`src/rtl/seq_pkg.sv`:
```
// seq_pkg: shared state encoding and index width for the step sequencer.
package seq_pkg;
  typedef enum logic [1:0] {IDLE, RUN, PAUSE} state_e;
  localparam int IDX_W = 6;
  localparam int LAST_STEP_DEF = 30;
endpackage

```
`src/rtl/key_debounce.sv`:
```
// key_debounce: synchronises an active-low key, debounces it and emits a one-cycle press pulse.
module key_debounce #(
  parameter int DEBOUNCE_CYCLES = 1_000_000
) (
  input  logic clk,
  input  logic rst_n,
  input  logic key_n,
  output logic press
);
  localparam int CW = $clog2(DEBOUNCE_CYCLES + 1);
  logic s1_q, s2_q, stable_q, stable_d, lvl_q, press_q, press_d;
  logic [CW-1:0] cnt_q, cnt_d;
  always_comb begin
    stable_d = stable_q;
    cnt_d = '0;
    press_d = lvl_q & ~stable_q;
    if (s2_q != stable_q) begin
      if (cnt_q == CW'(DEBOUNCE_CYCLES - 1)) stable_d = s2_q;
      else cnt_d = cnt_q + 1'b1;
    end
  end
  always_ff @(posedge clk) begin
    if (!rst_n) begin
      s1_q <= 1'b1;
      s2_q <= 1'b1;
      stable_q <= 1'b1;
      lvl_q <= 1'b1;
      cnt_q <= '0;
      press_q <= 1'b0;
    end else begin
      s1_q <= key_n;
      s2_q <= s1_q;
      stable_q <= stable_d;
      lvl_q <= stable_q;
      cnt_q <= cnt_d;
      press_q <= press_d;
    end
  end
  assign press = press_q;
endmodule

```
`src/rtl/step_sequencer.sv`:
```
// step_sequencer: key-controlled run/pause/direction/clear step counter feeding the digit decoder.
module step_sequencer import seq_pkg::*; #(
  parameter int TICK_DIV = 50_000_000,
  parameter int DEBOUNCE_CYCLES = 1_000_000,
  parameter int LAST_STEP = LAST_STEP_DEF
) (
  input  logic             clk,
  input  logic             rst_n,
  input  logic             key_run,
  input  logic             key_dir,
  input  logic             key_clr,
  output logic [IDX_W-1:0] num,
  output logic             running,
  output logic             dir_down,
  output logic             wrap
);
  localparam int PW = $clog2(TICK_DIV);
  localparam logic [IDX_W-1:0] LAST = IDX_W'(LAST_STEP);
  logic run_p, dir_p, clr_p, tick, at_end;
  state_e state_q, state_d;
  logic [PW-1:0] psc_q, psc_d;
  logic [IDX_W-1:0] num_q, num_d;
  logic dir_q, dir_d, wrap_q, wrap_d;
  key_debounce #(.DEBOUNCE_CYCLES(DEBOUNCE_CYCLES)) u_run (.clk(clk), .rst_n(rst_n), .key_n(key_run), .press(run_p));
  key_debounce #(.DEBOUNCE_CYCLES(DEBOUNCE_CYCLES)) u_dir (.clk(clk), .rst_n(rst_n), .key_n(key_dir), .press(dir_p));
  key_debounce #(.DEBOUNCE_CYCLES(DEBOUNCE_CYCLES)) u_clr (.clk(clk), .rst_n(rst_n), .key_n(key_clr), .press(clr_p));
  always_comb begin
    state_d = state_q;
    psc_d = psc_q;
    num_d = num_q;
    wrap_d = 1'b0;
    dir_d = dir_q ^ (dir_p & ~clr_p);
    tick = (state_q == RUN) && (psc_q == PW'(TICK_DIV - 1));
    at_end = dir_q ? (num_q == '0) : (num_q == LAST);
    if (clr_p) begin
      state_d = IDLE;
      psc_d = '0;
      num_d = '0;
    end else begin
      case (state_q)
        IDLE: begin
          num_d = '0;
          if (run_p) begin
            state_d = RUN;
            psc_d = '0;
          end
        end
        RUN: begin
          psc_d = tick ? '0 : psc_q + 1'b1;
          if (tick) num_d = at_end ? (dir_q ? LAST : '0) : (dir_q ? num_q - 1'b1 : num_q + 1'b1);
          wrap_d = tick & at_end;
          if (run_p) state_d = PAUSE;
        end
        PAUSE: state_d = run_p ? RUN : PAUSE;
        default: state_d = IDLE;
      endcase
    end
  end
  always_ff @(posedge clk) begin
    if (!rst_n) begin
      state_q <= IDLE;
      psc_q <= '0;
      num_q <= '0;
      dir_q <= 1'b0;
      wrap_q <= 1'b0;
    end else begin
      state_q <= state_d;
      psc_q <= psc_d;
      num_q <= num_d;
      dir_q <= dir_d;
      wrap_q <= wrap_d;
    end
  end
  assign num = num_q;
  assign running = (state_q == RUN);
  assign dir_down = dir_q;
  assign wrap = wrap_q;
endmodule

```
`config.mk`:
```
export PLATFORM = sky130hd
export DESIGN_NAME = step_sequencer
export DESIGN_NICKNAME = d
export VERILOG_FILES = /design/src/rtl/seq_pkg.sv /design/src/rtl/key_debounce.sv /design/src/rtl/step_sequencer.sv
export SDC_FILE = /design/constraint.sdc
export NUM_CORES = 1
export LEC_CHECK = 0
export CAP_MARGIN = 10
export CORE_MARGIN = 2
export CORE_UTILIZATION = 30
export CTS_CLUSTER_DIAMETER = 40
export DETAILED_ROUTE_END_ITERATION = 12
export GPL_TIMING_DRIVEN = 0
export PLACE_DENSITY = 0.45
export SYNTH_ARGS = -nofsm -noshare
export SYNTH_HDL_FRONTEND = slang
export SYNTH_SLANG_ARGS = --single-unit
```
`constraint.sdc`:
```
create_clock -name clk -period 4.7 [get_ports clk]
set_input_delay 0.94 -clock clk [delete_from_list [all_inputs] [get_ports clk]]
set_output_delay 0.94 -clock clk [all_outputs]
set_load 0.01 [all_outputs]
```
# ---- Word level (Yosys, flattened, before mapping)
# Cells that the tools add are included.
dict set report classes {
  n_addsub 6
  eq_ne 13
  n_bitwise 15
  muxes 13
  reduce_logical 15
}
# op n
set op_table {}
lappend op_table {{$add 20x1->20 const B} 3}
lappend op_table {{$eq 20x20->1 const B} 3}
lappend op_table {{$mux 26} 2}
lappend op_table {{$pmux 26 s2} 1}
lappend op_table {{$add 26x1->26 const B} 1}
lappend op_table {{$eq 26x26->1 const B} 1}
lappend op_table {{$mux 6} 3}
lappend op_table {{$pmux 6 s2} 1}
lappend op_table {{$reduce_and 2->1} 6}
lappend op_table {{$reduce_or 3->1} 4}
lappend op_table {{$not 1->1} 9}
lappend op_table {{$add 6x1->6 const B} 1}
lappend op_table {{$eq 6x5->1 const B} 1}
lappend op_table {{$logic_not 6->1} 1}
lappend op_table {{$mux 2} 3}
lappend op_table {{$ne 2x1->1 const B} 3}
lappend op_table {{$pmux 2 s3} 1}
lappend op_table {{$sub 6x1->6 const B} 1}
lappend op_table {{$and 1x1->1} 5}
lappend op_table {{$mux 5} 1}
lappend op_table {{$ne 1x1->1} 3}
lappend op_table {{$eq 2x1->1 const B} 1}
lappend op_table {{$eq 2x2->1 const B} 1}
lappend op_table {{$logic_not 2->1} 1}
lappend op_table {{5 further kinds} 5}
dict set report totals {
  output_inout_bits 9
  in_bits 5
  register_bits 111
}

# ---- Logic depth before layout (Yosys ltp)
dict set report logic_depth {
  depth_word 5
  mapped_depth 8
}

# ---- By module
# A second synthesis with hierarchy kept.
dict set report hier_totals {
  hier_cells 596
  area_unflattened_um2 5218.8
}
# module cells_each area_per_inst_um2 instances
set modules_own_cells {}
lappend modules_own_cells {key_debounce 118 1064.8 3}
lappend modules_own_cells {step_sequencer 242 2024.4 1}

# ---- Worst setup path before layout
# No wires, ideal clock.
dict set report synth_path {
  path_type {flip-flop to flip-flop}
  from {register dir_q, in the netlist dir_down}
  to {register num_q[5], in the netlist num[5]}
  required_time_ns 4.580
  arrival_ns 1.968
  path_stages_with_launch 7
  setup_time_ns 0.120
  path_buffers 0
  path_slack_ns 2.612
  path_cell_list {dfxtp_1 -> ha_1 -> a211oi_1 -> nor2_1 -> o41a_1 -> and4bb_2 -> o31a_1}
}
dict set report synth_between {
  elab_chain_cells 4
  word_cells_on_any_way 5
  classes_between {mux (5)}
}
# item line
set synth_rtl {}
lappend synth_rtl {{start: declaration} step_sequencer.sv:23} ;# logic dir_q, dir_d, wrap_q, wrap_d;
lappend synth_rtl {{start signal: assignment} step_sequencer.sv:70} ;# dir_q <= dir_d;
lappend synth_rtl {{$mux 6 or $mux 1 (tied branches)} {step_sequencer.sv:50, step_sequencer.sv:34}}
lappend synth_rtl {{$mux 6 (*) (2 in series)} step_sequencer.sv:50} ;# if (tick) num_d = at_end ? (dir_q ? LAST : '0) : (dir_q ? num_q - 1'b1 : num_q + 1'b1);
lappend synth_rtl {{$pmux 6 s2 (*)} step_sequencer.sv:40} ;# case (state_q)
lappend synth_rtl {{end signal: assignment} step_sequencer.sv:69} ;# num_q <= num_d;
lappend synth_rtl {{end: declaration} step_sequencer.sv:22} ;# logic [IDX_W-1:0] num_q, num_d;
# Mark *: on every way between the ends. The rest lies on a longest branch, timed or not. The select of a mux whose other input is x is not followed.
# A chain may end at the register's enable or synchronous reset.

# ---- Final worst setup path
dict set report layout_path {
  from {register state_q[0]}
  to {output port running}
}
dict set report layout_between {
  elab_chain_cells 1
}
# item line
set layout_rtl {}
lappend layout_rtl {{start: declaration} step_sequencer.sv:20} ;# state_e state_q, state_d;
lappend layout_rtl {{start signal: assignment} step_sequencer.sv:67} ;# state_q <= state_d;
lappend layout_rtl {{$eq 2x1->1} step_sequencer.sv:75} ;# assign running = (state_q == RUN);
lappend layout_rtl {{end: declaration} step_sequencer.sv:13} ;# output logic running,
# Every way passes these cells.

==> flow_summary.ini <==
[worst_setup_path]
critical-path-max-stage-delay_ps = 540
path_cells = nand2b_1, inv_2, clkdlybuf4s50_1
crit_family = buffers and inverters
cp_max_fo = 7
cp.required_ps = 3760
arrival_ps = 1620
critPathKind = flop to output pin
endpoint_kind = output pin
startpoint_type = flop
crit_slowest_cell = clkdlybuf4s50_1
cp_num_buf_inv = 2

[logic_synthesis]
synth_ff_type = dfxtp_1
postSynthAreaPerCell_sq_um = 8.73
syn-instance-count = 577
async_flop_share_pct = 0
synth_top_family_by_area = simple AND/OR/NAND/NOR gates
synth_edf_count = 0
synth_compound_area_share_pct = 4.99
synthSimpleGateAreaFrac_pct = 30.8
yosysUniqueCellTypes = 56
synth_mux_area_share_pct = 1.44
yosysSeqAreaShare_pct = 44.1
synth_fp_nets = 591
synthXorXnorAreaFrac_pct = 13.4
ys_seq_elements = 111
synthAdderAreaFrac_pct = 2.38
syn_area_sq_um = 5040
yosys_warnings = 0

[timing]
post-route-period-util_pct = 54.4
setup_viol = 0
min_period_ps = 2560
max_slew.worst_pin.slew_ps = 592
fmax_mhz = 391
max-slew-margin-rel_pct = 60.2
hold_viol = 0
rsz0062_at_grt = false
hold_ws_ps = 406
final_max_slew_viol_count = 0
fin_tns_setup_ps = 0
finClkSkew_ps = 14.4

[route]
postRouteAntennaNets = 0
first_iter_violations = 185
wl_per_cell_um = 12.3
drc = 0
vias = 3919
first_pass_iters = 7
via_per_inst = 4.74
wl_mm = 10.2

[cells_and_area]
drive_gt1_share_pct = 5.94
antenna_cells = 0
syn2layout_area_growth_pct = 13.8
final_nets = 615

[power_and_ir_drop]
finalPower_uw = 1720
p_per_area_nw_per_um2 = 300
peakVddDrop_uv = 181
power_leakage_uw = 0.00191

[floorplan]
die-area_sq_um = 17800
core-area_sq_um = 16500
die_w_um = 134
rows = 47
ioPinCount = 14
start_util_pct = 30.5
fp.dieH_um = 134

[place]
gp_congestion = 0.776
io_buffers = 13
hpwl_mm = 7.22

[global_routing]
antenna_found_initial = 0
grt_max_degree = 19
grt_pass1_wl_mm = 18.1
grt_pass1_vias = 3849
grtUsageTotal_pct = 12.3
grt.overflow.total = 0

[clocking]
htree_levels = 3
ctsRootBufferMaster = clkbuf_16
cts_hold_buf = 0
clk_pin_slew_ps = 80
cts_max_path_buffers = 2
ctsResizeCount = 0
cts.sinks = 111
cts_inserted_buffers = 9
cts_tree = done
post-cts-setup-buffers = 0
clk_latency_ps = 360

[outcome]
status = finished, final reports clean

[hold_path]
hp-class = flop to flop

[run]
max-cap-violations = 0
==> through the flow <==
step | setup WS (ps) | std cells | area [sq um] | util (%)
after global routing | 2010 | 826 | 5730 | 34.7
final | 2140 | 826 | 5730 | 34.7
after floorplan | 2610 | 577 | 5040 | -
after CTS | 2100 | 826 | 5730 | 34.7
after detailed placement | 1790 | 810 | 5440 | 32.9
after global placement | 1790 | 810 | 5440 | 32.9
==> power breakdown <==
part / internal [uW] / leakage, uW / switching (uW)
logic: 8.02 / 0.000868 / 15.6
registers: 943 / 0.000896 / 1.63
clock network: 396 / 0.000144 / 355
==> worst paths after layout <==
| path | startpoint | slack (ps) | endpoint | cells past startpoint |
|---|---|---|---|---|
| max | state_q[0] | 2140 | running | 3 |
| min | u_dir.lvl_q | 410 | u_dir.press | 2 |
| max reg2reg | psc_q[0] | 2150 | psc_q[16] | 8 |
| min reg2reg | u_dir.lvl_q | 410 | u_dir.press | 2 |
==> layout by cell type, fill, tap and decap left out, types with 10 or more instances in the layout <==
master           count
nor2_1             105
o21ai_0             10
nand4_1             23
xnor2_1             40
and3_1              12
nand2b_1            11
xor2_1              37
clkdlybuf4s50_1     13
nand2_1             39
nand3_1             36
a21oi_1             10
inv_1               15
dfxtp_1            111
clkbuf_1            11
nor3_1              15
==> tightest hold or removal path, delay by kind of cell (launching register included) <==
kind,cells,cell delay (ps)
buffers and inverters,1,40
DFF,1,300
and+or+nand+nor,1,30
==> Yosys cell counts (3+ instances only) <==
cell      instances  area share (%)
nand2_1          39             2.9
nor4b_1           5            0.87
inv_1            15             1.1
buf_2             6            0.60
nand4_1          23             2.9
mux2i_1           5            0.99
xor2_1           37             6.4
nor3_1           15             1.5
and2_1            9             1.1
and3_1           12             1.5
nor2_1          105             7.8
nand3_1          36             3.6
o31a_1            3            0.52
ha_1              8             2.0
clkbuf_1         10            0.75
nand3b_1          4            0.60
a21oi_1          10            0.99
xnor2_1          40             7.0
nor2b_1           5            0.62
dfxtp_1         111              44
nand2b_1         11             1.4
nor4_1            9             1.1
and4_1            9             1.6
o21ai_0          10            0.99
==> cell type report <==
| type | instances | area (sq um) |
|---|---|---|
| flip-flops and latches | 111 | 2220 |
| clock inverters | 4 | 35.0 |
| multi-input cells | 432 | 2670 |
| well taps | 220 | 275 |
| fillers | 1714 | 10800 |
| plain buffers | 18 | 82.6 |
| inverters | 16 | 60.1 |
| repair buffers | 13 | 130 |
| clock buffers | 12 | 256 |
==> flip-flops by register name (all words and copies together), names as in the netlist, 2 cells and up <==
register,count
num,6
psc_q,26
state_q,2
u_clr.cnt_q,20
u_dir.cnt_q,20
u_run.cnt_q,20
==> logic make-up after synthesis <==
family / count (synthesis)
muxes: 7
DFF: 111
buffers and inverters: 34
adders and majority gates: 9
and+or+nand+nor: 302
AOI/OAI and AO/OA: 37
xor gates and xnor gates: 77
==> routing by layer <==
| layer | global-route usage [%] | share of wire, % |
|---|---|---|
| met4 | 2.96 | 0.86 |
| met3 | 3.88 | 2.8 |
| met5 | 0 | 0 |
| met1 | 15.8 | 49 |
| met2 | 20.2 | 47 |
Power figures use the tool's default switching activity.
